[config.mk]
export PLATFORM = sky130hd
export DESIGN_NAME = wb_port_arbiter
export DESIGN_NICKNAME = d
export VERILOG_FILES = /design/src/rtl/wb_port_arbiter.sv
export SDC_FILE = /design/constraint.sdc
export NUM_CORES = 1
export LEC_CHECK = 0
export CORE_MARGIN = 5
export CORE_UTILIZATION = 44
export CTS_BUF_LIST = sky130_fd_sc_hd__clkbuf_4 sky130_fd_sc_hd__clkbuf_8
export DETAILED_ROUTE_END_ITERATION = 8
export PLACE_DENSITY_LB_ADDON = 0.12
export SLEW_MARGIN = 20
export SYNTH_ARGS = -nofsm -noshare
export SYNTH_HDL_FRONTEND = slang
export SYNTH_SLANG_ARGS = --single-unit
[constraint.sdc]
create_clock -name clk -period 3.4 [get_ports clk]
set_input_delay 0.68 -clock clk [delete_from_list [all_inputs] [get_ports clk]]
set_output_delay 0.68 -clock clk [all_outputs]
set_load 0.005 [all_outputs]
[src/rtl/wb_port_arbiter.sv]
`default_nettype none
// ============================================================================
// Module   : wb_port_arbiter
// Brief    : Shares the register-file write port between the write-back stage
//            and a long-latency unit that is buffered in a FIFO.
//            Optional pending-register scoreboard: WB_ARB_SCOREBOARD_EN.
// Revision : 1.0 - initial release
// ============================================================================

`ifndef XLEN
`define XLEN 32
`endif
`ifndef RFIDX_WIDTH
`define RFIDX_WIDTH 5
`endif

module wb_port_arbiter #(
  parameter int XLEN        = `XLEN,
  parameter int RFIDX_WIDTH = `RFIDX_WIDTH,
  parameter int FIFO_DEPTH  = 2,
  parameter int STARVE_MAX  = 4
) (
  input  logic                   clk,
  input  logic                   rst_n,
  input  logic                   wb_reg_write,
  input  logic                   wb_memtoreg,
  input  logic [XLEN-1:0]        m_data,
  input  logic [XLEN-1:0]        ex_result,
  input  logic [RFIDX_WIDTH-1:0] rd_index,
  input  logic                   lu_valid,
  output logic                   lu_ready,
  input  logic [RFIDX_WIDTH-1:0] lu_rd_index,
  input  logic [XLEN-1:0]        lu_data,
  output logic                   rf_wen,
  output logic [RFIDX_WIDTH-1:0] rf_waddr,
  output logic [XLEN-1:0]        rf_wdata,
`ifdef WB_ARB_SCOREBOARD_EN
  input  logic                   lu_issue,
  input  logic [RFIDX_WIDTH-1:0] lu_issue_rd,
  input  logic [RFIDX_WIDTH-1:0] chk_rs1,
  input  logic [RFIDX_WIDTH-1:0] chk_rs2,
  output logic                   rs_hazard,
`endif
  output logic                   pipe_stall
);

  localparam int c_PTR_W = $clog2(FIFO_DEPTH);
  localparam int c_CNT_W = $clog2(FIFO_DEPTH + 1);
  localparam int c_STV_W = $clog2(STARVE_MAX + 1);
  localparam logic [c_CNT_W-1:0] c_DEPTH   = c_CNT_W'(FIFO_DEPTH);
  localparam logic [c_STV_W-1:0] c_STV_MAX = c_STV_W'(STARVE_MAX);

  logic [RFIDX_WIDTH-1:0] r_fifo_idx  [FIFO_DEPTH];
  logic [XLEN-1:0]        r_fifo_data [FIFO_DEPTH];
  logic [c_PTR_W-1:0]     r_rd_ptr, r_wr_ptr;
  logic [c_CNT_W-1:0]     r_count;
  logic [c_STV_W-1:0]     r_starve;

  logic                   w_empty, w_not_full, w_pipe_req, w_lu_push, w_force;
  logic                   w_wen, w_pop, w_stall, w_bypass, w_push;
  logic [RFIDX_WIDTH-1:0] w_waddr, w_head_idx;
  logic [XLEN-1:0]        w_wdata, w_head_data;

  assign w_empty     = (r_count == '0);
  assign w_not_full  = (r_count < c_DEPTH);
  assign w_pipe_req  = wb_reg_write && (rd_index != '0);
  assign w_lu_push   = lu_valid && lu_ready;
  assign w_force     = (r_starve == c_STV_MAX) && !w_empty;
  assign w_head_idx  = r_fifo_idx[r_rd_ptr];
  assign w_head_data = r_fifo_data[r_rd_ptr];

  // Priority: forced drain, pipeline, buffered result, direct bypass.
  always_comb begin
    w_wen    = 1'b0;
    w_waddr  = '0;
    w_wdata  = '0;
    w_pop    = 1'b0;
    w_stall  = 1'b0;
    w_bypass = 1'b0;
    if (w_force) begin
      w_wen   = 1'b1;
      w_waddr = w_head_idx;
      w_wdata = w_head_data;
      w_pop   = 1'b1;
      w_stall = 1'b1;
    end else if (w_pipe_req) begin
      w_wen   = 1'b1;
      w_waddr = rd_index;
      w_wdata = wb_memtoreg ? m_data : ex_result;
    end else if (!w_empty) begin
      w_wen   = 1'b1;
      w_waddr = w_head_idx;
      w_wdata = w_head_data;
      w_pop   = 1'b1;
    end else if (w_lu_push && (lu_rd_index != '0)) begin
      w_wen    = 1'b1;
      w_waddr  = lu_rd_index;
      w_wdata  = lu_data;
      w_bypass = 1'b1;
    end
  end

  // x0 results are accepted but never stored.
  assign w_push = w_lu_push && (lu_rd_index != '0) && !w_bypass;

  // Outputs are forced quiet while reset is held, independent of the clock.
  assign lu_ready   = rst_n & w_not_full;
  assign rf_wen     = rst_n & w_wen;
  assign pipe_stall = rst_n & w_stall;
  assign rf_waddr   = rst_n ? w_waddr : '0;
  assign rf_wdata   = rst_n ? w_wdata : '0;

  always_ff @(posedge clk) begin
    if (w_push) begin
      r_fifo_idx[r_wr_ptr]  <= lu_rd_index;
      r_fifo_data[r_wr_ptr] <= lu_data;
    end
  end

  always_ff @(posedge clk or negedge rst_n) begin
    if (!rst_n) begin
      r_rd_ptr <= '0;
      r_wr_ptr <= '0;
      r_count  <= '0;
      r_starve <= '0;
    end else begin
      if (w_push) r_wr_ptr <= r_wr_ptr + c_PTR_W'(1);
      if (w_pop)  r_rd_ptr <= r_rd_ptr + c_PTR_W'(1);
      case ({w_push, w_pop})
        2'b10:   r_count <= r_count + c_CNT_W'(1);
        2'b01:   r_count <= r_count - c_CNT_W'(1);
        default: r_count <= r_count;
      endcase
      // A non-empty FIFO that does not pop is being blocked by the pipeline.
      if (w_empty || w_pop)
        r_starve <= '0;
      else if (r_starve != c_STV_MAX)
        r_starve <= r_starve + c_STV_W'(1);
    end
  end

`ifdef WB_ARB_SCOREBOARD_EN
  localparam int c_NREG = 2 ** RFIDX_WIDTH;

  logic [c_NREG-1:0]      r_pending, w_set, w_clr;
  logic [RFIDX_WIDTH-1:0] w_clr_idx;

  assign w_clr_idx = w_bypass ? lu_rd_index : w_head_idx;

  always_comb begin
    w_set = '0;
    w_clr = '0;
    if (w_bypass || w_pop)                 w_clr[w_clr_idx]   = 1'b1;
    if (lu_issue && (lu_issue_rd != '0))   w_set[lu_issue_rd] = 1'b1;
  end

  always_ff @(posedge clk or negedge rst_n) begin
    if (!rst_n) r_pending <= '0;
    else        r_pending <= (r_pending & ~w_clr) | w_set;
  end

  assign rs_hazard = r_pending[chk_rs1] | r_pending[chk_rs2];
`endif

endmodule

`default_nettype wire
* Word-level counts from Yosys, hierarchy flattened
Memory sizes are Yosys's and may differ from the RTL's.
Index checks and enable logic that the tools add are counted.
** Word-level totals
- Bits in writable memories :: 74
- Input bits :: 111
- Register bits after elaboration :: 7
- Memories kept :: 2
- Output and inout port bits :: 40
** Cells by class
- Bitwise operators :: 3
- Mux-type cells :: 27
- Reductions and logical operators :: 13
- Magnitude comparators :: 1
- $add $sub $neg :: 5
- Equality and inequality tests :: 4
** Memories
- r_fifo_data :: words 2, bits a word 32, read ports 1, clocked after Yosys merged registers in 0, write ports 1, line 54 : logic [XLEN-1:0] r_fifo_data [FIFO_DEPTH];
- r_fifo_idx :: words 2, bits a word 5, read ports 1, clocked after Yosys merged registers in 0, write ports 1, line 53 : logic [RFIDX_WIDTH-1:0] r_fifo_idx [FIFO_DEPTH];
** Operators by type and width (number)
- $mux W32 :: 6
- $mux W5 :: 5
- $mux W1 :: 13
- $reduce_bool A5 Y1 :: 2
- $mux W3 :: 2
- $logic_and A1 B1 Y1 :: 5
- $pmux W2 S2 :: 1
- $reduce_bool A2 Y1 :: 2
- $add A3 B1 Y3 const B :: 1
- $and A1 B1 Y1 :: 3
- $eq A3 B3 Y1 const B :: 1
- $ne A3 B3 Y1 const B :: 1
- $add A1 B1 Y1 const B :: 2
- $add A2 B1 Y2 const B :: 1
- $eq A2 B1 Y1 const B :: 1
- $eq A2 B2 Y1 const B :: 1
- $logic_not A1 Y1 :: 2
- $logic_not A2 Y1 :: 1
- $lt A2 B2 Y1 const B :: 1
- $sub A2 B1 Y2 const B :: 1
- $logic_or A1 B1 Y1 :: 1

* Logic depth before layout (Yosys ltp)
- Word-level depth :: 12
- Gate-level depth with buffers :: 9

* Worst setup path before layout
No wires, ideal clock.
- Kind :: input to register
- From :: input port lu_valid
- To :: memory r_fifo_data[0][0] in the netlist's numbering (enable)
- Arrival :: 2.759 ns
- Data required time :: 2.969 ns
- Setup slack :: 0.209 ns
- Stages on the path :: 4
- Path buffers :: 0
- Library setup time :: 0.431 ns
- Cells stage by stage :: and3b_1 -> o21ai_2 -> a21o_1 -> nor2_1
** On the way
- Word-level cells in the longest chain between the ends :: 10
** RTL lines
- start: declaration :: line 30 : input logic lu_valid,
- $logic_and A1 B1 Y1 (*) :: line 67 : assign w_lu_push = lu_valid && lu_ready;
- $logic_and A1 B1 Y1 (*) :: line 95, 104
- $mux W1 :: line 95 : end else if (w_lu_push && (lu_rd_index != '0)) begin
- $mux W1 :: line 90 : end else if (!w_empty) begin
- $mux W1 :: line 86 : end else if (w_pipe_req) begin
- $mux W1 :: line 80 : if (w_force) begin
- $logic_not A1 Y1 :: line 104 : assign w_push = w_lu_push && (lu_rd_index != '0) && !w_bypass;
- $logic_and A1 B1 Y1 (*) :: line 104
- $mux W1 (*) :: line 114 : if (w_push) begin
- $mux W1 (implied by the code) (*) :: line 116 : r_fifo_data[r_wr_ptr] <= lu_data;
- end: declaration :: line 54
Mark *: on every way between the ends. The rest lies on a longest branch, timed or not.

* Worst setup path after layout
- From :: input port lu_rd_index[3]
- To :: output port rf_wdata[26]
** On the way
- Word-level cells in the longest chain between the ends :: 7
** RTL lines
- start: declaration :: line 32 : input logic [RFIDX_WIDTH-1:0] lu_rd_index,
- $reduce_bool A5 Y1 :: line 95
- $logic_and A1 B1 Y1 :: line 95
- $mux W32 :: line 95
- $mux W32 :: line 90
- $mux W32 :: line 86
- $mux W32 :: line 80
- $mux W32 :: line 111 : assign rf_wdata = rst_n ? w_wdata : '0;
- end: declaration :: line 36 : output logic [XLEN-1:0] rf_wdata,
No other way between the ends.

==> flow_summary.ini <==
[sta]
layout_setup_ws_ps = 80.0
setup_viol_count_final = 0
rsz0062_at_grt = no
fmax_mhz = 301
finClkSkew_ps = 9.77
maxSlewViolCount = 0
fin_crit_sh = 0.976
tightest_slew_ps = 652
hold_violations = 0
period_needed_ps = 3320
tns_ps = 0
holdWs_ps = 550
relSlewSlack = 0.564

[routing]
drtPass1Iterations = 4
wl_met1_um = 4590
ant_nets = 0
num_vias = 3132
met2_length_um = 5570
wirelength_um = 10900
wl_per_cell_um = 19.0
remaining_drc_errors = 0
avgViaCountPerCell = 5.47
routed-wl-met3_um = 654
highest_layer = met4
drt_iter0_drc = 109

[global_route]
antenna_found_initial = 0
grt-ovfl-total = 0
grt_start_max_net_pins = 38
grt_pass1_wl_um = 17100
grtUsageTotal = 0.194
grt_pass1_vias = 3294

[logic_synthesis]
netlist.area_leader.share = 0.547
synth.distinct_cells = 33
synth.area.top_cells = edfxtp_1 55%, mux2i_1 9.4%, mux2_2 8.9%
synth_area_leader_cell = edfxtp_1
synth_cells = 287
avgSynthCellArea_um2 = 14.2
yosysMostFrequentCell = edfxtp_1
ys_async_sr_fraction = 0.0864
synth_seq_cells = 81
synth_edf_count = 74
synth_seq_area_share = 0.590
ys.warnings.count = 0
ys_top_cells_by_count = 74 x edfxtp_1, 42 x nor2_1, 38 x mux2i_1
syn-cell-area_um2 = 4060
ys.flop_type = edfxtp_1
synth_nets = 401

[clock_tree]
hold_buffers = 0
clock_latency_ps = 340
cts.sink_count = 81
cts_buffers = 9
cts_tree = yes
path_clk_slew_ps = 70
cts.path.max_buffers = 2
htreeDepth = 3
root_buffer = clkbuf_8

[finish]
antennaDiodeCount = 0
multi_input_area_um2 = 1630
fillers = 713
final_area_um2 = 6240
layout.area.seq_um2 = 2400
area_growth_pct = 53.5
drive_gt1_frac = 0.210
final_cells = 573
final_net_count = 571

[setup_path]
end_kind = output pin
crit_fanout = 8
reg2reg_setup_slack_ps = 680
crit_type = input pin to output pin
crit_arrival_ps = 2640
r2r_end = r_fifo_data[0][29]
worstSetupStartpoint = lu_rd_index[3]
critPathLaunchType = input pin
r2r_start = r_count[1]
cp.required_ps = 2720
r2r_cells = 8

[status]
status = completed

[die]
die_y_um = 106
io_pins = 151
rows = 35
dieArea_um2 = 11300
dieWidth_um = 106
core_area_um2 = 9110
start_util = 0.446

[pwr]
p_leak_nw = 2.44
peakVddDrop_v = 0.000423
pwr_density_cell_nw_per_um2 = 517

[hold_path]
min_path_type = flop to flop
hold_path_startpoint = r_wr_ptr
holdPathStages = 1
hold_end = r_wr_ptr

[placed_design]
dp_cells = 550
placed_cell_area_um2 = 5870
gp_congestion = 0.871
portBuffers = 150
dp_hpwl_um = 7540
pre_cts_ws_ps = -295

[run]
drv_cap = 0
-- per-layer routing --
layer	track usage	vias to the layer above
li1	-	1489
met1	0.250	1531
met2	0.327	106
met3	0.0358	6
met4	0.0657	0
met5	0	-
-- through the flow --
step,util,power (mW)
3_5_place_dp,0.644,2.43
3_3_place_gp,0.641,2.40
4_1_cts,0.671,3.23
2_1_floorplan,-,1.89
5_1_grt,0.685,3.39
6_report,0.685,3.23
-- cell type report --
class                   instances  area share
clock inverters                 5      0.0166
well taps                     111      0.0223
multi-input cells             184       0.261
flip-flops and latches         81       0.384
repair buffers                177       0.291
clock buffers                  11      0.0223
inverters                       4     0.00241
-- critical path, cell delays in order --
cell and delay (ps):
dlygate4sd2_1 250, or4_4 550, o21ai_4 170, nor4b_4 70
buf_4 170, buf_6 140, a221o_1 340, dlygate4sd2_1 270
-- worst max path at each step --
stage,end,slack [ps]
floorplan,r_fifo_data[0][0],210
global placement,rf_wdata[28],-230
detailed placement,rf_wdata[28],-290
CTS,rf_waddr[2],-70
global route,rf_waddr[1],2
finish,rf_wdata[26],80
-- report_power, final --
part           leakage (nW)  internal (mW)  total [mW]  switching, mW
Sequential            0.757           1.21        1.32          0.110
Combinational          1.55          0.620        1.06          0.440
Clock                 0.124          0.505       0.843          0.339
Total                  2.44           2.34        3.23          0.888
-- layout by cell type (no fill, tap or decap), drive strengths merged, types with 2 or more instances in the layout --
master           n
mux2            32
clkinv           2
xnor2            3
clkdlybuf4s50  107
and3             4
dlymetal6s2s     5
a221o           35
dfrtp            7
nand4            2
buf             27
ha               3
inv              4
bufinv           3
or2              2
nand2            2
nor3             4
nor2            42
o21ai            3
o211ai           2
mux2i           38
clkbuf          12
dlygate4sd2     21
clkdlybuf4s15   16
xor2             2
edfxtp          74
-- flip-flops by register name, indices dropped and copies added, names as in the netlist --
name         cells
r_rd_ptr         1
r_count          2
r_fifo_idx      10
r_starve         3
r_wr_ptr         1
r_fifo_data     64
-- logic make-up after synthesis --
family,Yosys count,share of synthesized area
xor+xnor,5,0.0108
buf+inv,22,0.0271
flops,81,0.590
compound gates,45,0.109
fa+ha+maj,3,0.00924
simple gates,61,0.0717
mux,70,0.182
-- repair_timing --
| action | CTS | global route |
|---|---|---|
| gates resized for setup | 56 | 17 |
| pin swaps | 6 | 2 |
| buffers inserted | 3 | 3 |
| hold endpoints to repair | 0 | 0 |
| endpoints found under the setup margin | 37 | 35 |
| cloned | 1 | 1 |
No activity file was read; power rests on OpenSTA's default activity.
